===== src/rtl/adder8_reg.sv =====
// ---------------------------------------------------------------------------
// adder8_reg -- 8-bit ripple-carry adder with carry-in, carry-out and signed
// overflow flag, registered at the output with a valid qualifier.
//
// The datapath is an explicit chain of one-bit full-adder cells.
// The result appears one clock after the operands are presented.
// There is no backpressure: every cycle with in_valid=1 yields exactly one
// cycle with out_valid=1 on the following cycle.
//
// Ports
//   clk        in   1      rising-edge clock
//   rst        in   1      asynchronous reset, active low (0 = in reset)
//   in_valid   in   1      a/b/cin are valid this cycle
//   a          in   WIDTH  operand A (unsigned or two's complement)
//   b          in   WIDTH  operand B (unsigned or two's complement)
//   cin        in   1      carry-in, bit-0 weight
//   out_valid  out  1      sum/cout/ovf hold a new result this cycle
//   sum        out  WIDTH  (a + b + cin) mod 2**WIDTH
//   cout       out  1      carry out of the top bit (unsigned overflow)
//   ovf        out  1      signed overflow: carry into top bit ^ carry out
// ---------------------------------------------------------------------------

// One-bit full-adder cell used to build the ripple chain.
module adder8_reg_fa (
    input  logic x,
    input  logic y,
    input  logic ci,
    output logic s,
    output logic co
);
    logic p;

    // Propagate term is shared by the sum and the carry.
    assign p  = x ^ y;
    assign s  = p ^ ci;
    assign co = (x & y) | (ci & p);
endmodule

module adder8_reg #(
    parameter int WIDTH = 8
) (
    input  logic             clk,
    input  logic             rst,
    input  logic             in_valid,
    input  logic [WIDTH-1:0] a,
    input  logic [WIDTH-1:0] b,
    input  logic             cin,
    output logic             out_valid,
    output logic [WIDTH-1:0] sum,
    output logic             cout,
    output logic             ovf
);
    // Stage p0: combinational ripple-carry core
    logic [WIDTH:0]   carry_p0;
    logic [WIDTH-1:0] sum_p0;
    logic             cout_p0;
    logic             ovf_p0;

    assign carry_p0[0] = cin;

    for (genvar i = 0; i < WIDTH; i++) begin : g_cell
        adder8_reg_fa u_fa (
            .x  (a[i]),
            .y  (b[i]),
            .ci (carry_p0[i]),
            .s  (sum_p0[i]),
            .co (carry_p0[i+1])
        );
    end

    assign cout_p0 = carry_p0[WIDTH];
    // Signed overflow is detected where the carry into the sign bit differs
    // from the carry out of it.
    assign ovf_p0  = carry_p0[WIDTH-1] ^ carry_p0[WIDTH];

    // Stage p1: output register
    logic             vld_p1;
    logic [WIDTH-1:0] sum_p1;
    logic             cout_p1;
    logic             ovf_p1;

    // The result registers load only on valid cycles, so operands that are
    // don't-care (possibly X) while in_valid=0 never reach the outputs, and
    // the last result is held. Reset clears data as well as valid so that a
    // result in flight is discarded and the outputs read zero in reset.
    always_ff @(posedge clk or negedge rst) begin
        if (!rst) begin
            vld_p1  <= 1'b0;
            sum_p1  <= '0;
            cout_p1 <= 1'b0;
            ovf_p1  <= 1'b0;
        end else begin
            vld_p1 <= in_valid;
            if (in_valid) begin
                sum_p1  <= sum_p0;
                cout_p1 <= cout_p0;
                ovf_p1  <= ovf_p0;
            end
        end
    end

    assign out_valid = vld_p1;
    assign sum       = sum_p1;
    assign cout      = cout_p1;
    assign ovf       = ovf_p1;
endmodule


===== config.mk =====
export PLATFORM = sky130hd
export DESIGN_NAME = adder8_reg
export DESIGN_NICKNAME = d
export VERILOG_FILES = /design/src/rtl/adder8_reg.sv
export SDC_FILE = /design/constraint.sdc
export NUM_CORES = 1
export LEC_CHECK = 0
export CAP_MARGIN = 25
export CORE_MARGIN = 10
export CORE_UTILIZATION = 35
export DETAILED_ROUTE_END_ITERATION = 8
export PLACE_DENSITY = 0.72
export SLEW_MARGIN = 20
export SYNTH_ARGS = -nofsm -noshare
export SYNTH_HDL_FRONTEND = slang
export SYNTH_SLANG_ARGS = --single-unit
export TNS_END_PERCENT = 20

===== constraint.sdc =====
create_clock -name clk -period 0.9 [get_ports clk]
set_input_delay 0.225 -clock clk [delete_from_list [all_inputs] [get_ports clk]]
set_output_delay 0.225 -clock clk [all_outputs]
set_load 0.1 [all_outputs]

==> flow_summary.json, run 1 <==
{
  "crit_type": "primary input to register",
  "cp_max_fo": 2,
  "gp_congestion": 0.6922,
  "irDropWorstVdd_mv": 1.290,
  "start_kind": "primary input",
  "setup_viol": 20,
  "syn_avg_cell_area_um2": 14.89,
  "synth-warning-count": 0,
  "yosysTopAreaCell": "dfrtp_1",
  "drive_above_1_share_pct": 54.32,
  "tightest_slew_ns": 0.1391,
  "clock_skew_ns": 0,
  "ys_types": 10,
  "die_w_um": 61.77,
  "layout_commonest_cell": "clkdlybuf4s50_1",
  "cts.clk_slew.worst_paths_ns": 0.07,
  "grt_pass1_vias": 493,
  "area_growth_pct": 87.09,
  "clk_latency_ns": 0.26,
  "max_cap_viol_count": 0,
  "initial_core_util_pct": 36.15,
  "maxSlewHeadroom_pct": 90.68,
  "grt_pass1_wl_mm": 2.352,
  "syn_inst": 41,
  "totalWireLength_mm": 1.529,
  "hold_slack_ns": 0.2599,
  "hold_violations": 0,
  "clock_sinks": 11,
  "avgRoutedWirePerCell_um": 15.60,
  "htree_levels": 1,
  "drtAntennaViolNets": 0,
  "dr.pass1.iters": 2,
  "syn_nets": 69,
  "setup_tns_ns": -15.72,
  "crit_start": "a[0]",
  "fin_nets": 110,
  "finalCritPeriodShare_pct": 353.8,
  "final_core_util_pct": 67.63,
  "vias": 447,
  "outcome": "complete, but fails checks",
  "ys_top_cells_by_area": "dfrtp_1 45%, fa_1 26%, mux2_4 12%",
  "viasPerCell": 4.561,
  "setup_ws_ns": -2.285,
  "cp.arrival_ns": 3.34,
  "hold_path_class": "primary input to asynchronous set/reset pin",
  "final_cell_mix": "13 x clkdlybuf4s50_1, 11 x dfrtp_1, 11 x buf_12, 8 x fa_2",
  "grt_max_degree": 9,
  "num_rows": 15,
  "cp-end-kind": "register",
  "ctsHoldBuffers": 0,
  "power_density_nw_per_um2": 2326,
  "dieArea_um2": 3815,
  "hpwl_mm": 1.284,
  "grt_use_total_pct": 8.778,
  "synth.cell_area_um2": 610.6,
  "violations": "negative setup slack",
  "drc": 0,
  "antenna_found_initial": 0,
  "cts_tree": "yes",
  "drv_slew": 0,
  "ys_ff_latch": 11,
  "cp.required_ns": 1.05,
  "die_h_um": 61.77,
  "core_area_um2": 1689,
  "fmax_mhz": 314.0,
  "clk_path_buf_depth": 2,
  "yosysTopAreaCellShare_pct": 45.08,
  "rsz0062_at_grt": "true",
  "cts_buffers": 3,
  "r2r_start": "ovf$_DFFE_PN0P_",
  "drt_iter0_drc": 1,
  "finalCriticalPeriod_ns": 3.185,
  "ios": 31,
  "io_buffers": 30,
  "root_buffer": "clkbuf_4",
  "diodes": 0,
  "cellLeakagePower_uw": 0.0005287,
  "grt_overflow": 0,
  "yosysSeqAreaShare_pct": 45.08
}
final timing paths:
check	end	slack (ns)	cells after the start
max in group asynchronous	sum[2]$_DFFE_PN0P_	0.51	2
setup / recovery	ovf$_DFFE_PN0P_	-2.28	14
hold reg to reg	sum[5]$_DFFE_PN0P_	0.57	2
min in group clk	sum[0]$_DFFE_PN0P_	0.38	3
hold / removal	cout$_DFFE_PN0P_	0.26	2
setup reg to reg	ovf$_DFFE_PN0P_	0.09	1
cells in the mapped netlist:
master,instances
a21oi_1,2
buf_6,1
dfrtp_1,11
fa_1,8
inv_1,8
mux2_2,2
mux2_4,5
mux2i_1,1
nor2_1,2
xnor2_1,1
worst max-delay path, cell delays in order:
cell and delay [ns]:
buf_6 0.10, fa_2 0.38, fa_2 0.36, fa_2 0.34
fa_2 0.34, fa_2 0.34, inv_2 0.06, fa_2 0.19
inv_2 0.04, fa_2 0.34, inv_2 0.06, fa_2 0.22
xnor2_2 0.07, mux2_4 0.26
cell families after synthesis:
group	share of synthesized area, %
compound gates	1.639
xor+xnor	1.435
buf+inv	6.762
simple gates	1.230
mux	17.62
flops	45.08
fa+ha+maj	26.23
state kept, by name (all words and copies together), names as in the netlist:
register,count
sum,8
ovf,1
cout,1
out_valid,1
cell type report:
class / instances / area, um2
fillers: 115 / 546.8
repair buffers: 37 / 460.4
multi-input cells: 21 / 329.1
flip-flops and latches: 11 / 275.3
inverters: 8 / 30.03
clock buffers: 4 / 26.28
well taps: 17 / 21.27
through the flow:
stage / cell area (um2) / power (uW) / cells / setup slack [ns]
finish: 1142 / 2657 / 98 / -2.285
global route: 1142 / 2768 / 98 / -2.357
CTS: 1129 / 2686 / 97 / -2.417
detailed placement: 1086 / 2310 / 92 / -2.923
global placement: 1086 / 2296 / 92 / -2.872
floorplan: 628.1 / 1630 / 41 / -2.340
routing by layer:
layer / wire [um] / global-route usage [%] / vias to the layer above
li1: - / - / 206
met1: 592 / 8.937 / 221
met2: 807 / 14.79 / 18
met3: 102 / 3.252 / 2
met4: 27 / 5.732 / 0
met5: 0 / 0 / -
power breakdown:
| group | leakage [uW] | switching, uW | internal [uW] |
|---|---|---|---|
| registers | 0.000127 | 112 | 596 |
| clock network | 0.0000150 | 163 | 171 |
| logic | 0.000386 | 958 | 658 |
| total | 0.000529 | 1230 | 1430 |
timing repair:
action | in CTS | in global routing
gates resized for setup | 22 | 1
pin swaps | 10 | 9
buffers inserted | 1 | 1
endpoints found under the setup margin | 21 | 20
(Power assumes the default switching activity.)
==> inputs of run 2 (changes only) <==
Settings changed: CORE_UTILIZATION 35 to 29, PLACE_DENSITY 0.72 to default.
Clock period 0.9 ns to 2.9 ns, I/O delays scaled along.
==> flow_summary.json, run 2 (synthesis results as in run 1) <==
{
  "finalCriticalPeriod_ns": 3.682,
  "drc": 0,
  "die_w_um": 65.89,
  "power_density_nw_per_um2": 729.7,
  "num_rows": 16,
  "antenna_found_initial": 0,
  "clk_path_buf_depth": 2,
  "stdcell_area_um2": 982.2,
  "clock_sinks": 11,
  "root_buffer": "clkbuf_4",
  "grt_pass1_wl_mm": 2.187,
  "clock_skew_ns": 0,
  "setup_ws_ns": -0.7817,
  "grt_pass1_vias": 466,
  "grt_max_degree": 14,
  "dr.pass1.iters": 2,
  "ios": 31,
  "die_h_um": 65.89,
  "instances_no_fill": 104,
  "setup_tns_ns": -2.916,
  "r2r-end": "sum[1]$_DFFE_PN0P_",
  "grt_overflow": 0,
  "hpwl_mm": 1.178,
  "largest_register_ffs": 8,
  "drt_iter0_drc": 3,
  "cts.clk_slew.worst_paths_ns": 0.07,
  "irDropWorstVdd_mv": 0.3291,
  "power.share.combinational_pct": 57.4,
  "core_area_um2": 1982,
  "pwr-share-clk_pct": 14.4,
  "ff2ff_setup_slack_ns": 2.13,
  "p_int_uw": 355.8,
  "p_switching_uw": 360.9,
  "cp.arrival_ns": 3.83,
  "dp_slack_ns": -1.472,
  "layout_commonest_cell": "clkdlybuf4s50_1",
  "area_growth_pct": 60.86,
  "drive_above_1_share_pct": 51.95,
  "dpl.cell_count": 98,
  "fmax_mhz": 271.6,
  "drtAntennaViolNets": 0,
  "vias": 423,
  "cts_buffers": 3,
  "clk_latency_ns": 0.26,
  "final_cell_mix": "15 x clkdlybuf4s50_1, 14 x buf_4, 11 x dfrtp_1, 8 x fa_2",
  "r2r_start": "sum[1]$_DFFE_PN0P_",
  "worst_path_largest_cell_delay_ns": 0.38,
  "power_frac_seq_pct": 28.2,
  "totalWireLength_mm": 1.401,
  "crit_path_top_delay_cell": "fa_2",
  "fin_nets": 106,
  "cp-end-kind": "register",
  "setup_viol": 5,
  "grt_use_total_pct": 6.602,
  "finalCritPeriodShare_pct": 127.0,
  "violations": "negative setup slack",
  "diodes": 0,
  "critPathCapture": "ovf$_DFFE_PN0P_",
  "initial_core_util_pct": 30.81,
  "cts_tree": "yes",
  "rsz0062_at_grt": "true",
  "tightest_slew_ns": 0.6332,
  "dieArea_um2": 4341,
  "hold_path_class": "register to register",
  "swShare_pct": 50.35,
  "viasPerCell": 4.067,
  "drv_slew": 0,
  "crit_start": "a[0]",
  "htree_levels": 1,
  "crit_top_cell": "fa_2",
  "worstPathCellList": "buf_6 -> fa_2 -> fa_2 -> fa_2 -> fa_2 -> fa_2 -> inv_2 -> fa_2 -> inv_2 -> fa_2 -> inv_2 -> fa_2 -> xnor2_2 -> mux2_4",
  "placed_area_um2": 928.4,
  "ctsHoldBuffers": 0,
  "max_cap_viol_count": 0,
  "final_core_util_pct": 49.56,
  "maxSlewHeadroom_pct": 57.65,
  "io_buffers": 30,
  "cellLeakagePower_uw": 0.0004502,
  "gp_congestion": 0.7135,
  "cp_max_fo": 2,
  "hold_violations": 0,
  "reg2reg_depth": 1,
  "start_kind": "primary input",
  "avgRoutedWirePerCell_um": 13.47,
  "outcome": "complete, but fails checks",
  "crit_type": "primary input to register",
  "cp.required_ns": 3.05
}
-- run 2: worst min path at each step --
stage                             startpoint                 end  cells after the start
after CTS                 sum[3]$_DFFE_PN0P_  sum[3]$_DFFE_PN0P_                      1
after detailed placement  sum[2]$_DFFE_PN0P_  sum[2]$_DFFE_PN0P_                      1
after global placement    sum[0]$_DFFE_PN0P_  sum[0]$_DFFE_PN0P_                      1
after floorplan                          rst    cout$_DFFE_PN0P_                      0
final                     sum[3]$_DFFE_PN0P_  sum[3]$_DFFE_PN0P_                      1
after global routing      sum[3]$_DFFE_PN0P_  sum[3]$_DFFE_PN0P_                      1
-- run 2: layer usage --
metal / global-route usage [%] / wire length (um) / up-vias
met1: 7.738 / 590 / 204
met3: 3.220 / 116 / 2
met2: 9.783 / 668 / 18
met5: 0 / 0 / -
li1: - / - / 199
met4: 3.209 / 25 / 0
-- run 2: metrics by stage --
stage / hold WS, ns / power [uW]
floorplan: 0.4294 / 504.9
global placement: 0.4949 / 609.3
detailed placement: 0.5003 / 611.7
CTS: 0.5216 / 720.8
global route: 0.5362 / 757.2
finish: 0.5172 / 716.7
-- run 2: worst max-delay path, delay by kind of cell --
kind | cells | cell delay, ns
fa+ha+maj | 8 | 2.54
mux | 1 | 0.25
xor+xnor | 1 | 0.06
buf+inv | 4 | 0.26
-- run 2: power by group through the flow --
stage,clock [uW],sequential [uW],combinational (uW)
floorplan,0,437,68.0
finish,103,202,411
CTS,108,203,410
detailed placement,0,205,406
global placement,0,204,405
global route,120,206,431
-- run 2: timing repair --
item | in CTS | in global routing
cloned | 0 | 0
pin swaps | 10 | 9
endpoints found under the hold margin | 0 | 0
resized for setup | 18 | 3
endpoints found under the setup margin | 6 | 5
buffers inserted | 1 | 1
-- run 2: final cells by class --
| class | count | area [um2] |
|---|---|---|
| clock buffer | 4 | 26.28 |
| fill | 184 | 999.7 |
| inverter | 8 | 30.03 |
| multi-input combinational | 21 | 325.3 |
| sequential | 11 | 275.3 |
| tap | 27 | 33.78 |
| timing repair buffer | 33 | 291.5 |
==> inputs of run 3 (changes only) <==
Settings changed: CTS_CLUSTER_SIZE from default to 16.
==> results of run 3 <==
The final DEF is identical to that of run 2; final timing and power are the same.
